<file path="src/rtl/dot_accumulator.sv">
// Aligns an operand-side valid/last tag with a fixed-latency upstream psum and accumulates a dot product.
// Optional DOT_ACC_SAT_EN: unsigned saturating accumulation plus a res_sat output flag.
module dot_accumulator #(
   parameter int LAT   = 2,
   parameter int ACC_W = 40,
   parameter int CNT_W = 16
) (
   input  logic             clk,
   input  logic             reset,
   input  logic             op_valid,
   input  logic             op_last,
   output logic             in_ready,
   input  logic [31:0]      psum,
   output logic [ACC_W-1:0] res_data,
   output logic [CNT_W-1:0] res_count,
   output logic             res_valid,
`ifdef DOT_ACC_SAT_EN
   output logic             res_sat,
`endif
   input  logic             res_ready
);

   logic [LAT-1:0]   vld_q, vld_d;
   logic [LAT-1:0]   last_q, last_d;
   logic [ACC_W-1:0] acc_q, acc_d;
   logic [CNT_W-1:0] cnt_q, cnt_d;
   logic [ACC_W-1:0] res_data_q, res_data_d;
   logic [CNT_W-1:0] res_count_q, res_count_d;
   logic             res_valid_q, res_valid_d;
   logic             accept;
   logic [ACC_W-1:0] sum;
   logic             arrive;
   logic             arrive_last;
`ifdef DOT_ACC_SAT_EN
   logic [ACC_W:0]   sum_ext;
   logic             clamp;
   logic             sat_q, sat_d;
   logic             res_sat_q, res_sat_d;
`endif

   // A pending result or an in-flight last term blocks new terms, since upstream cannot stall.
   assign in_ready = !reset && !res_valid_q && !(|last_q);
   assign accept   = op_valid && in_ready;

   assign arrive      = vld_q[LAT-1];
   assign arrive_last = last_q[LAT-1];

`ifdef DOT_ACC_SAT_EN
   assign sum_ext = {1'b0, acc_q} + (ACC_W+1)'(psum);
   assign clamp   = sum_ext[ACC_W];
   assign sum     = clamp ? {ACC_W{1'b1}} : sum_ext[ACC_W-1:0];
`else
   assign sum     = acc_q + ACC_W'(psum);
`endif

   always_comb begin
      vld_d       = '0;
      last_d      = '0;
      acc_d       = acc_q;
      cnt_d       = cnt_q;
      res_data_d  = res_data_q;
      res_count_d = res_count_q;
      res_valid_d = res_valid_q;
`ifdef DOT_ACC_SAT_EN
      sat_d       = sat_q;
      res_sat_d   = res_sat_q;
`endif

      vld_d[0]  = accept;
      last_d[0] = accept && op_last;
      for (int i = 1; i < LAT; i++) begin
         vld_d[i]  = vld_q[i-1];
         last_d[i] = last_q[i-1];
      end

      if (res_valid_q && res_ready) begin
         res_valid_d = 1'b0;
      end

      if (arrive) begin
         if (arrive_last) begin
            res_data_d  = sum;
            res_count_d = cnt_q + CNT_W'(1);
            res_valid_d = 1'b1;
            acc_d       = '0;
            cnt_d       = '0;
`ifdef DOT_ACC_SAT_EN
            res_sat_d   = sat_q || clamp;
            sat_d       = 1'b0;
`endif
         end else begin
            acc_d = sum;
            cnt_d = cnt_q + CNT_W'(1);
`ifdef DOT_ACC_SAT_EN
            sat_d = sat_q || clamp;
`endif
         end
      end
   end

   always_ff @(posedge clk) begin
      if (reset) begin
         vld_q       <= '0;
         last_q      <= '0;
         acc_q       <= '0;
         cnt_q       <= '0;
         res_data_q  <= '0;
         res_count_q <= '0;
         res_valid_q <= 1'b0;
`ifdef DOT_ACC_SAT_EN
         sat_q       <= 1'b0;
         res_sat_q   <= 1'b0;
`endif
      end else begin
         vld_q       <= vld_d;
         last_q      <= last_d;
         acc_q       <= acc_d;
         cnt_q       <= cnt_d;
         res_data_q  <= res_data_d;
         res_count_q <= res_count_d;
         res_valid_q <= res_valid_d;
`ifdef DOT_ACC_SAT_EN
         sat_q       <= sat_d;
         res_sat_q   <= res_sat_d;
`endif
      end
   end

   assign res_data  = res_data_q;
   assign res_count = res_count_q;
   assign res_valid = res_valid_q;
`ifdef DOT_ACC_SAT_EN
   assign res_sat   = res_sat_q;
`endif

endmodule

</file>
<file path="config.mk">
export PLATFORM = sky130hd
export DESIGN_NAME = dot_accumulator
export DESIGN_NICKNAME = d
export VERILOG_FILES = /design/src/rtl/dot_accumulator.sv
export SDC_FILE = /design/constraint.sdc
export NUM_CORES = 1
export LEC_CHECK = 0
export CORE_MARGIN = 10
export CORE_UTILIZATION = 50
export DETAILED_ROUTE_END_ITERATION = 7
export PLACE_DENSITY = 0.79
export SLEW_MARGIN = 20
export SYNTH_ARGS = -nofsm -noshare
export SYNTH_HDL_FRONTEND = slang
export SYNTH_SLANG_ARGS = --single-unit
</file>
<file path="constraint.sdc">
create_clock -name clk -period 2.9 [get_ports clk]
set_clock_uncertainty 0.1 [all_clocks]
set_input_delay 0.725 -clock clk [delete_from_list [all_inputs] [get_ports clk]]
set_output_delay 0.725 -clock clk [all_outputs]
set_load 0.05 [all_outputs]
</file>
==> results of run 1 <==
-- stage by stage --
step	worst slack [ns]	TNS (ns)	std cells	util (%)	hold WS (ns)
6_report	0.0505	0	1147	72.6	0.352
5_1_grt	-0.0181	-0.103	1147	72.6	0.369
4_1_cts	-0.00396	-0.00396	1142	70.8	0.356
2_1_floorplan	-0.00835	-0.0313	801	-	0.314
3_5_place_dp	-0.753	-27.72	1109	65.1	0.348
3_3_place_gp	-0.688	-25.40	1109	65.1	0.341
-- sequential cells by signal, indices dropped and copies added (netlist names) --
register   count
acc_q         40
res_data      40
cnt_q         16
res_count     16
last_q         2
vld_q          2
res_valid      1
-- area by class of cell --
cell class	count	share of cell area, %
Multi-Input combinational cell	611	46.1
Sequential cell	117	25.6
Timing Repair Buffer	200	19.4
Clock buffer	18	4.80
Tap cell	172	2.35
Clock inverter	14	1.15
Inverter	15	0.615
-- worst reg2reg max path, delay by kind of cell (launching register included) --
kind | cells | cell delay, ns
AO/OA/AOI/OAI | 6 | 0.84
adder cells (fa/ha/maj) | 2 | 0.50
buffers and inverters | 2 | 0.20
flip-flops | 1 | 0.37
AND/OR/NAND/NOR | 3 | 0.58
-- per-layer routing --
layer	vias to the layer above	track usage, %
li1	3131	-
met3	28	4.77
met4	0	7.01
met5	-	0
met2	167	33.6
met1	2968	24.5
-- worst max path at each step --
stage,from,end,slack [ns],depth (start not counted)
after CTS,psum[3],acc_q[37],-0.004,11
after global placement,psum[0],acc_q[34],-0.69,14
after detailed placement,psum[0],acc_q[38],-0.75,14
after global routing,psum[0],acc_q[36],-0.02,14
after floorplan,psum[0],acc_q[34],-0.008,12
final,psum[3],acc_q[37],0.05,11
-- cell usage after synthesis, types with 14 or more instances --
cell type / number / area, sq um
and3_1: 14 / 87.6
xnor2_1: 34 / 298
nand2_1: 71 / 267
inv_1: 15 / 56.3
nand3_1: 16 / 80.1
a21oi_1: 91 / 455
nor2b_1: 36 / 225
dfxtp_1: 117 / 2340
a211oi_1: 23 / 173
ha_1: 33 / 413
clkbuf_1: 49 / 184
nand2b_1: 19 / 119
xor2_1: 16 / 140
nor2_1: 94 / 353
o21ai_0: 34 / 170
-- repair_timing --
item                                    CTS  global route
gates cloned                              0             0
resized for setup                        29            36
endpoints found under the setup margin   32            34
setup buffers                             1             5
pin swaps                                13            37
endpoints found under the hold margin     0             0
hold buffers                              0             0
-- cell usage in the layout, fill, tap and decap left out, types with 5 or more instances in the layout --
cell,count
and3_1,14
nand2b_1,19
a21oi_2,9
o21ai_1,5
ha_1,16
nand4_1,10
nor3_1,7
dfxtp_1,116
xor2_1,16
nand3_1,14
nor2_1,92
buf_4,104
nand3b_1,11
a21oi_1,83
nor2b_1,34
xnor2_1,34
clkdlybuf4s50_1,82
clkinv_4,5
a31oi_1,7
clkbuf_16,17
inv_1,15
a21o_1,13
ha_4,16
a22oi_1,8
o21ai_0,30
a211oi_1,23
nand2_1,71
-- cells by family (layout without fill, tap and decap cells) --
group	after synthesis	after routing	share of synthesized area (%)
compound gates	225	225	22.7
xor+xnor	50	50	6.78
fa+ha+maj	34	34	6.70
buf+inv	73	247	4.34
flops	117	117	36.3
mux	4	4	0.620
simple gates	298	298	22.6
-- where the power goes --
group          internal [mW]  total, mW  switching, mW
clock network           1.12       1.93          0.815
logic                  0.301      0.623          0.322
registers               1.63       1.66         0.0239
total                   3.05       4.21           1.16
==> key figures, run 1 <==
Setup path
  – Reg2reg start: acc_q[0]
  – Crit start category: input port
  – Critical path, cell by cell: clkdlybuf4s50_1 > ha_4 > o21ai_2 > o21ai_2 > a31o_1 > nor2_4 > a31oi_4 > a21oi_4 > o21ai_2 > nor4b_2 > a211o_1
  – CP arrival: 3.06 ns
  – CP max stage delay: 0.44 ns
  – Worst reg2reg path depth: 13
  – Most frequent CP cell: o21ai_2
  – Critical path's slowest cell: clkdlybuf4s50_1
  – Worst Path Buf+Inv: 1
  – CP delay by family, top: compound AO/OA/AOI/OAI gates
  – Nature of the critical path endpoint: flop
  – Worst R2R Setup Slack: 0.23 ns
  – CP Class: input port to flop
  – Worst EP required: around 3.1 ns
  – Reg-to-reg endpoint: acc_q[36]
  – Worst-path maximum fanout: 6

Floorplanning
  – Initial Util: slightly above 50%
  – Die Wd: between 100 and 150 um
  – Die Area: 17900 sq um
  – IO Pins: 95
  – Die height: 134 um
  – Core area: 12600 sq um
  – FP Rows: 41

Drt
  – M1 wire length: 8240 um
  – DRT Pass-1 Iters: 5
  – Routed WL per cell: 16.4 um
  – Met2 routed WL: 9280 um
  – Max layer used: met4
  – Met3 WL: 939 um
  – Vias/cell: 5.49
  – Number of DRC markers in iteration 0: 389
  – Final WL: 18800 um
  – # DRC: 0
  – Post-route ant nets: 0
  – Via count: 6294

Timing
  – Final hold violation count: 0
  – Achievable frequency: 351 MHz
  – Final setup violation count: 0
  – Slew Limit Fails: 0
  – Final Cycle Share: 98.3%
  – Rel. slew slack: 62.2%
  – Post-route minimum period: 2.85 ns
  – Measured slew at the worst slew-check pin: 0.567 ns

Placed design
  – Hpwl dp: 12700 um
  – Port Buf Inserts: 94
  – Placed Area: slightly above 8000 sq um
  – RePlAce Congestion: 0.929

Cells and area
  – Area grow syn2layout: 41.8%
  – Area of the multi-input gates: 4220 sq um
  – Number of diodes: 0
  – Final cell area excluding filler cells: 9160 sq um
  – FF+latch area: 2340 sq um
  – Layout cells sized above 1: 21.2%
  – Fill count: 949
  – Layout Nets: 1033

Yosys
  – Post-synthesis sequential area ratio: a little over a third
  – Fraction of registers with async set/reset: 0%
  – Post-synth top flop: dfxtp_1
  – Ys Warns: 0
  – Mapped Cells: 801
  – Synth Cell Area: 6460 sq um
  – Syn avg cell area: just over 8 sq um
  – Count of different cell masters after synthesis: 59
  – Syn nets: 872
  – Number of flops mapped to enable cells by yosys: 0
  – Number of synthesized register bits: roughly 120

GRT
  – Total grt overflow: 0
  – Initial antenna violation count: 0
  – Largest net degree at the start of global routing: 123
  – First-pass GRT wire length: 30000 um
  – Vias in the first global route: 6196
  – GRT Total Usage: 20.0%

Clocking
  – Deepest level of the CTS H-tree: 4
  – Worst-path clk slew: 0.06 ns
  – CTS tree: built
  – Clock Latency Late Sink: approximately 0.43 ns
  – CTS max path bufs: 2
  – Clock root buffer: clkbuf_16
  – Clock Sinks: 117
  – CTS buffer count: 17

Hold path
  – Worst hold start: res_data[15]
  – Worst hold path class: flop to flop
  – Worst Hold End: res_data[15]
  – Hold Crit Depth: 2

Flow run
  – Max-Cap Viols: 0

Run status
  – Status: finished clean

Power
  – Total power per unit cell area: 460 nW/um^2
  – Maximum vdd drop: 351 uV
  – Leakage: 3.60 nW
  – Total power draw: 4.21 mW
Note: power is estimated with default switching activity, not from simulation.
==> run 2: changes to the inputs <==
Settings changed: CORE_UTILIZATION 50 to 35, PLACE_DENSITY 0.79 to 0.6.
==> run 2 against run 1 <==
Sequential power barely moved. Critical path depth rose by 2. Final cell count rose by 5.8%. Register-to-register slack barely moved. Core utilization fell by 20 points. Fmax rose by 0.29%. Setup slack improved by 0.0083 ns. Die area rose by 36%. Clock power rose by 11%. Sequential cell count did not move. Hold slack got worse by 0.0054 ns. Sequential share of layout area fell by 0.73 points. Largest cell class unchanged. Highest routed layer unchanged.
==> key figures, run 2 (synthesis results as in run 1) <==
Floorplanning
  – Die Area: 24300 sq um (+36%)
  – Initial Util: 35.7% (-15 points)
  – IO Pins: 95 (unchanged)
  – FP Rows: 49 (+20%)
  – Die height: 156 um (+17%)
  – Die Wd: 156 um (+17%)
  – Core area: 18100 sq um (+43%)

GRT
  – Vias in the first global route: 6064 (-2.1%)
  – GRT Total Usage: 14.8% (-5.2 points)
  – Initial antenna violation count: 0 (unchanged)
  – Largest net degree at the start of global routing: 123 (unchanged)
  – Total grt overflow: 0 (unchanged)
  – First-pass GRT wire length: 29800 um (-0.34%)

Timing
  – Final hold violation count: 0 (unchanged)
  – Measured slew at the worst slew-check pin: 0.579 ns (+0.0119 ns)
  – Final setup violation count: 0 (unchanged)
  – Final Cycle Share: 98.0% (-0.29 points)
  – TNS Setup: 0 ns (unchanged)
  – Post-route minimum period: 2.84 ns (-0.00827 ns)
  – Slew Limit Fails: 0 (unchanged)
  – Rel. slew slack: 61.3% (-0.92 points)
  – Unrepaired setup endpoints after global routing: true
  – Achievable frequency: 352 MHz (+0.29%)

Hold path
  – Worst hold path class: flop to flop
  – Worst hold start: vld_q[0]

Drt
  – Number of DRC markers in iteration 0: 280 (-28%)
  – Post-route ant nets: 0 (unchanged)
  – Routed WL per cell: 15.0 um (-8.3%)
  – Vias/cell: 5.03 (-8.3%)
  – Final WL: 18200 um (-3.0%)
  – Via count: 6107 (-3.0%)
  – # DRC: 0 (unchanged)
  – DRT Pass-1 Iters: 5 (unchanged)

Setup path
  – Worst-path maximum fanout: 6 (unchanged)
  – Critical Path Start: psum[14]
  – CP arrival: 3.08 ns (+0.02 ns)
  – Crit start category: input port
  – Worst R2R Setup Slack: 0.23 ns (about the same)
  – Reg2reg start: acc_q[0]
  – Nature of the critical path endpoint: flop
  – Worst EP required: 3.14 ns (+0.02 ns)
  – CP Class: input port to flop

Cells and area
  – Utilization of the core after routing: 52.1% (-20 points)
  – Fill count: 1715 (+81%)
  – Most common cell after layout, fill and taps aside: dfxtp_1
  – Layout cells sized above 1: 22.6% (+1.3 points)
  – Area grow syn2layout: 46.0%
  – Number of diodes: 0 (unchanged)
  – Commonest non-fill, non-tap cells in the layout: dfxtp_1 (116), buf_4 (113), nor2_1 (93)
  – Layout Nets: 1042 (+0.87%)
  – Non-Filler Instances: 1213 (+5.8%)

Placed design
  – Port Buf Inserts: 94 (unchanged)
  – RePlAce Congestion: 0.831 (-10%)
  – Post-Place Cells: 1170 (+5.5%)
  – Hpwl dp: 12500 um (-1.2%)

Clocking
  – Clock root buffer: clkbuf_16
  – CTS buffer count: 17 (unchanged)
  – CTS max path bufs: 2 (unchanged)
  – Clock Latency Late Sink: 0.43 ns (about the same)
  – CTS tree: built
  – Worst-path clk slew: 0.06 ns (about the same)
  – Deepest level of the CTS H-tree: 4 (unchanged)
  – Clock Sinks: 117 (unchanged)

Power
  – Leakage: 3.72 nW (+3.2%)
  – Total power per unit cell area: 470 nW/um^2 (+2.1%)
  – Total power draw: 4.43 mW (+5.1%)
  – Maximum vdd drop: 464 uV (+32%)

Run status
  – Status: finished clean

Flow run
  – Max-Cap Viols: 0 (unchanged)
-- run 2: changes by cell type in the layout (fill, tap and decap cells not counted), sizes merged --
cell and delta:
clkdlybuf4s15 -2, dlymetal6s2s +6, clkinv -2, clkdlybuf4s50 -7
dlygate4sd2 +2, bufinv +2, clkinvlp -1, buf +9
inv +2
-- run 2: where the power goes --
| group | internal [mW] | total, mW | switching [mW] |
|---|---|---|---|
| combinational | 0.307 | 0.623 | 0.316 |
| sequential | 1.63 | 1.66 | 0.0246 |
| clock | 1.29 | 2.15 | 0.857 |
-- run 2: area by class of cell --
type / instances / area (sq um) / area share, %
Clock inverter: 15 / 174 / 1.84
Timing Repair Buffer: 209 / 1860 / 19.8
Sequential cell: 117 / 2340 / 24.9
Multi-Input combinational cell: 611 / 4280 / 45.4
Clock buffer: 17 / 425 / 4.51
Tap cell: 229 / 287 / 3.04
Inverter: 15 / 56.3 / 0.597
-- run 2: final timing paths --
path	depth (start not counted)	to
worst min register to register	1	vld_q[1]
worst max register to register	12	acc_q[34]
worst min-delay path	1	vld_q[1]
worst max-delay path	13	res_data[33]
-- run 2: layer usage --
layer,vias to the layer above,global-route usage [%],wire length [um]
met4,0,3.78,97
li1,3139,-,-
met2,103,24.0,8640
met3,11,4.41,1030
met1,2854,18.8,8480
met5,-,0,0
-- run 2: what timing repair did --
item	CTS	global route
hold buffers	0	0
pin swaps	39	31
buffers inserted	6	6
resized for setup	25	56
endpoints found under the setup margin	35	39
-- run 2: stage by stage --
stage	area (sq um)	hold slack, ns	worst slack, ns
3_5_place_dp	8320	0.335	-0.754
4_1_cts	9070	0.347	0.00136
3_3_place_gp	8320	0.326	-0.672
2_1_floorplan	6500	0.314	-0.00835
5_1_grt	9430	0.359	-0.0765
6_report	9430	0.347	0.0587
-- run 2: worst max-delay path, stage by stage --
cell and delay (ns):
clkdlybuf4s50_1 0.52, ha_4 0.23, a21oi_2 0.19, nand2_1 0.10, a31oi_2 0.20, o21a_1 0.19, a31oi_4 0.06, a21oi_4 0.19
buf_12 0.15, o31ai_4 0.05, buf_4 0.15, xnor2_1 0.11, a211oi_1 0.22
==> run 3: changes to the inputs <==
Settings changed: CTS_CLUSTER_DIAMETER from default to 50, TNS_END_PERCENT from default to 10.
==> run 3 against run 2 <==
Power grew 0.25%. Highest routed layer unchanged. Final cell count grew 0.41%. Sequential cell count is the same. Setup slack gained 0.0069 ns. Wire length grew 2.7%. Fmax grew 0.24%. Die area is the same. Largest cell class unchanged. Register-to-register slack lost 0.05 ns. Non-clock buffer count grew 5. Via count grew 0.72%.
==> key figures, run 3 (synthesis results as in run 1) <==
Cells and area
  – Fill count: 1654 (-3.6%)
  – FF+latch area: 2340 sq um (unchanged)
  – Non-Filler Instances: 1218 (+0.41%)
  – Number of diodes: 0 (unchanged)
  – Commonest non-fill, non-tap cells in the layout: dfxtp_1 (116), buf_4 (114), nor2_1 (92)
  – Most common cell after layout, fill and taps aside: dfxtp_1
  – Layout Nets: 1047 (+0.48%)
  – Area of the multi-input gates: 4310 sq um (+0.61%)
  – Layout cells sized above 1: 23.5% (+0.90 points)
  – Area grow syn2layout: 46.9%

Floorplanning
  – Die Wd: 156 um (unchanged)
  – FP Rows: 49 (unchanged)
  – Die height: 156 um (unchanged)
  – Die Area: 24300 sq um (unchanged)
  – Core area: 18100 sq um (unchanged)
  – Initial Util: 35.7% (unchanged)
  – IO Pins: 95 (unchanged)

Timing
  – Unrepaired setup endpoints after global routing: true
  – Final Cycle Share: 97.7% (-0.24 points)
  – Achievable frequency: 353 MHz (+0.24%)
  – Final setup violation count: 0 (unchanged)
  – Post-route minimum period: 2.83 ns (-0.00691 ns)
  – Rel. slew slack: 50.0% (-11 points)
  – Slew Limit Fails: 0 (unchanged)
  – Slack of the critical path: 0.0657 ns (+0.00691 ns)
  – Final hold violation count: 0 (unchanged)
  – Measured slew at the worst slew-check pin: 0.748 ns (+0.169 ns)

Power
  – Total power per unit cell area: 468 nW/um^2 (-0.38%)
  – Leakage: 3.74 nW (+0.62%)
  – Maximum vdd drop: 424 uV (-8.6%)

Flow run
  – Max-Cap Viols: 0 (unchanged)

Hold path
  – Worst hold path class: flop to flop
  – Hold Crit Depth: 1 (unchanged)

Clocking
  – CTS tree: built
  – CTS max path bufs: 2 (unchanged)
  – Worst-path clk slew: 0.07 ns (about the same)
  – Clock Latency Late Sink: 0.43 ns (about the same)
  – Deepest level of the CTS H-tree: 4 (unchanged)
  – Clock root buffer: clkbuf_16
  – Clock Sinks: 117 (unchanged)
  – CTS buffer count: 17 (unchanged)

Placed design
  – Hpwl dp: 12500 um (+0.39%)
  – Post-Place Cells: 1175 (+0.43%)
  – Pre-CTS WS: -0.813 ns (-0.0588 ns)
  – RePlAce Congestion: 0.864 (+3.9%)
  – Port Buf Inserts: 94 (unchanged)

GRT
  – GRT Total Usage: 15.3% (+0.46 points)
  – Total grt overflow: 0 (unchanged)
  – Vias in the first global route: 6120 (+0.92%)
  – Initial antenna violation count: 0 (unchanged)
  – Largest net degree at the start of global routing: 123 (unchanged)
  – First-pass GRT wire length: 30600 um (+2.4%)

Drt
  – M1 wire length: 8820 um (+4.0%)
  – Routed WL per cell: 15.4 um (+2.3%)
  – Via count: 6151 (+0.72%)
  – Post-route ant nets: 0 (unchanged)
  – DRT Pass-1 Iters: 5 (unchanged)
  – Final WL: 18700 um (+2.7%)
  – Met2 routed WL: 8810 um (+1.9%)
  – Met3 WL: 843 um (-18%)
  – Max layer used: met4
  – Number of DRC markers in iteration 0: 333 (+19%)
  – Vias/cell: 5.05 (+0.31%)
  – # DRC: 0 (unchanged)

Setup path
  – Nature of the critical path endpoint: flop
  – Worst reg2reg path depth: 14 (+2)
  – Worst EP required: 3.16 ns (+0.02 ns)
  – Crit start category: input port
  – Worst-path maximum fanout: 4 (-2)
  – CP Class: input port to flop
  – CP arrival: 3.09 ns (about the same)

Run status
  – Status: finished clean
run 3: changes by cell type in the layout (fill, tap and decap cells not counted), moves of 3 or more:
cell      previous run  this run
buf_6                0         5
o21ai_0             32        27
o21ai_1              2         7
ha_4                17        21
a21oi_2              5         8
clkinv_4             6         3
ha_1                13        10
inv_8                2         5
run 3: area by class of cell:
| type | count | area share [%] |
|---|---|---|
| clock buffer | 17 | 4.48 |
| clock inverter | 15 | 1.70 |
| tap | 229 | 3.02 |
| multi-input combinational | 611 | 45.4 |
| inverter | 15 | 0.594 |
| timing repair buffer | 214 | 20.1 |
| sequential | 117 | 24.7 |
run 3: path summary, 6_finish.rpt:
path             from  slack [ns]         to
min reg2reg  vld_q[0]        0.35   vld_q[1]
min          vld_q[0]        0.35   vld_q[1]
max           psum[0]        0.07  acc_q[32]
max reg2reg  acc_q[0]        0.18  acc_q[32]
run 3: routing by layer:
layer / track usage, % / vias to the layer above
met5: 0 / -
met4: 4.54 / 0
met3: 4.25 / 18
met2: 24.8 / 107
met1: 19.4 / 2883
li1: - / 3143
run 3: through the flow:
step | setup TNS [ns] | hold WS [ns] | util, % | instance area, sq um | power [mW]
5_1_grt | -0.300 | 0.362 | 52.5 | 9490 | 4.62
4_1_cts | 0 | 0.352 | 50.5 | 9140 | 4.41
2_1_floorplan | -0.808 | 0.314 | - | 6460 | 2.00
3_5_place_dp | -32.93 | 0.331 | 46.0 | 8320 | 2.26
6_report | 0 | 0.350 | 52.5 | 9490 | 4.44
3_3_place_gp | -31.85 | 0.323 | 46.0 | 8320 | 2.26
run 3: worst max-delay path, cell delays in order:
cell and delay [ns]:
clkdlybuf4s15_1 0.16, ha_2 0.19, inv_2 0.05, fa_2 0.35, nor2b_2 0.13, o31a_1 0.18
nand3_2 0.12, a21oi_4 0.20, o21ai_2 0.09, a21oi_2 0.15, buf_6 0.16, buf_6 0.12
nor2_4 0.03, or3_1 0.31, a21oi_1 0.13
run 3: power by group:
part           internal, mW  total (mW)  switching, mW  leakage [nW]
Combinational         0.323       0.648          0.325          2.51
Sequential             1.63        1.66         0.0252         0.945
Clock                  1.22        2.13          0.911         0.293
run 3: timing repair:
item / in CTS / in global routing
resized for setup: 44 / 57
hold buffers: 0 / 0
setup endpoints to repair: 42 / 39
buffers inserted: 7 / 5
pin swaps: 43 / 29
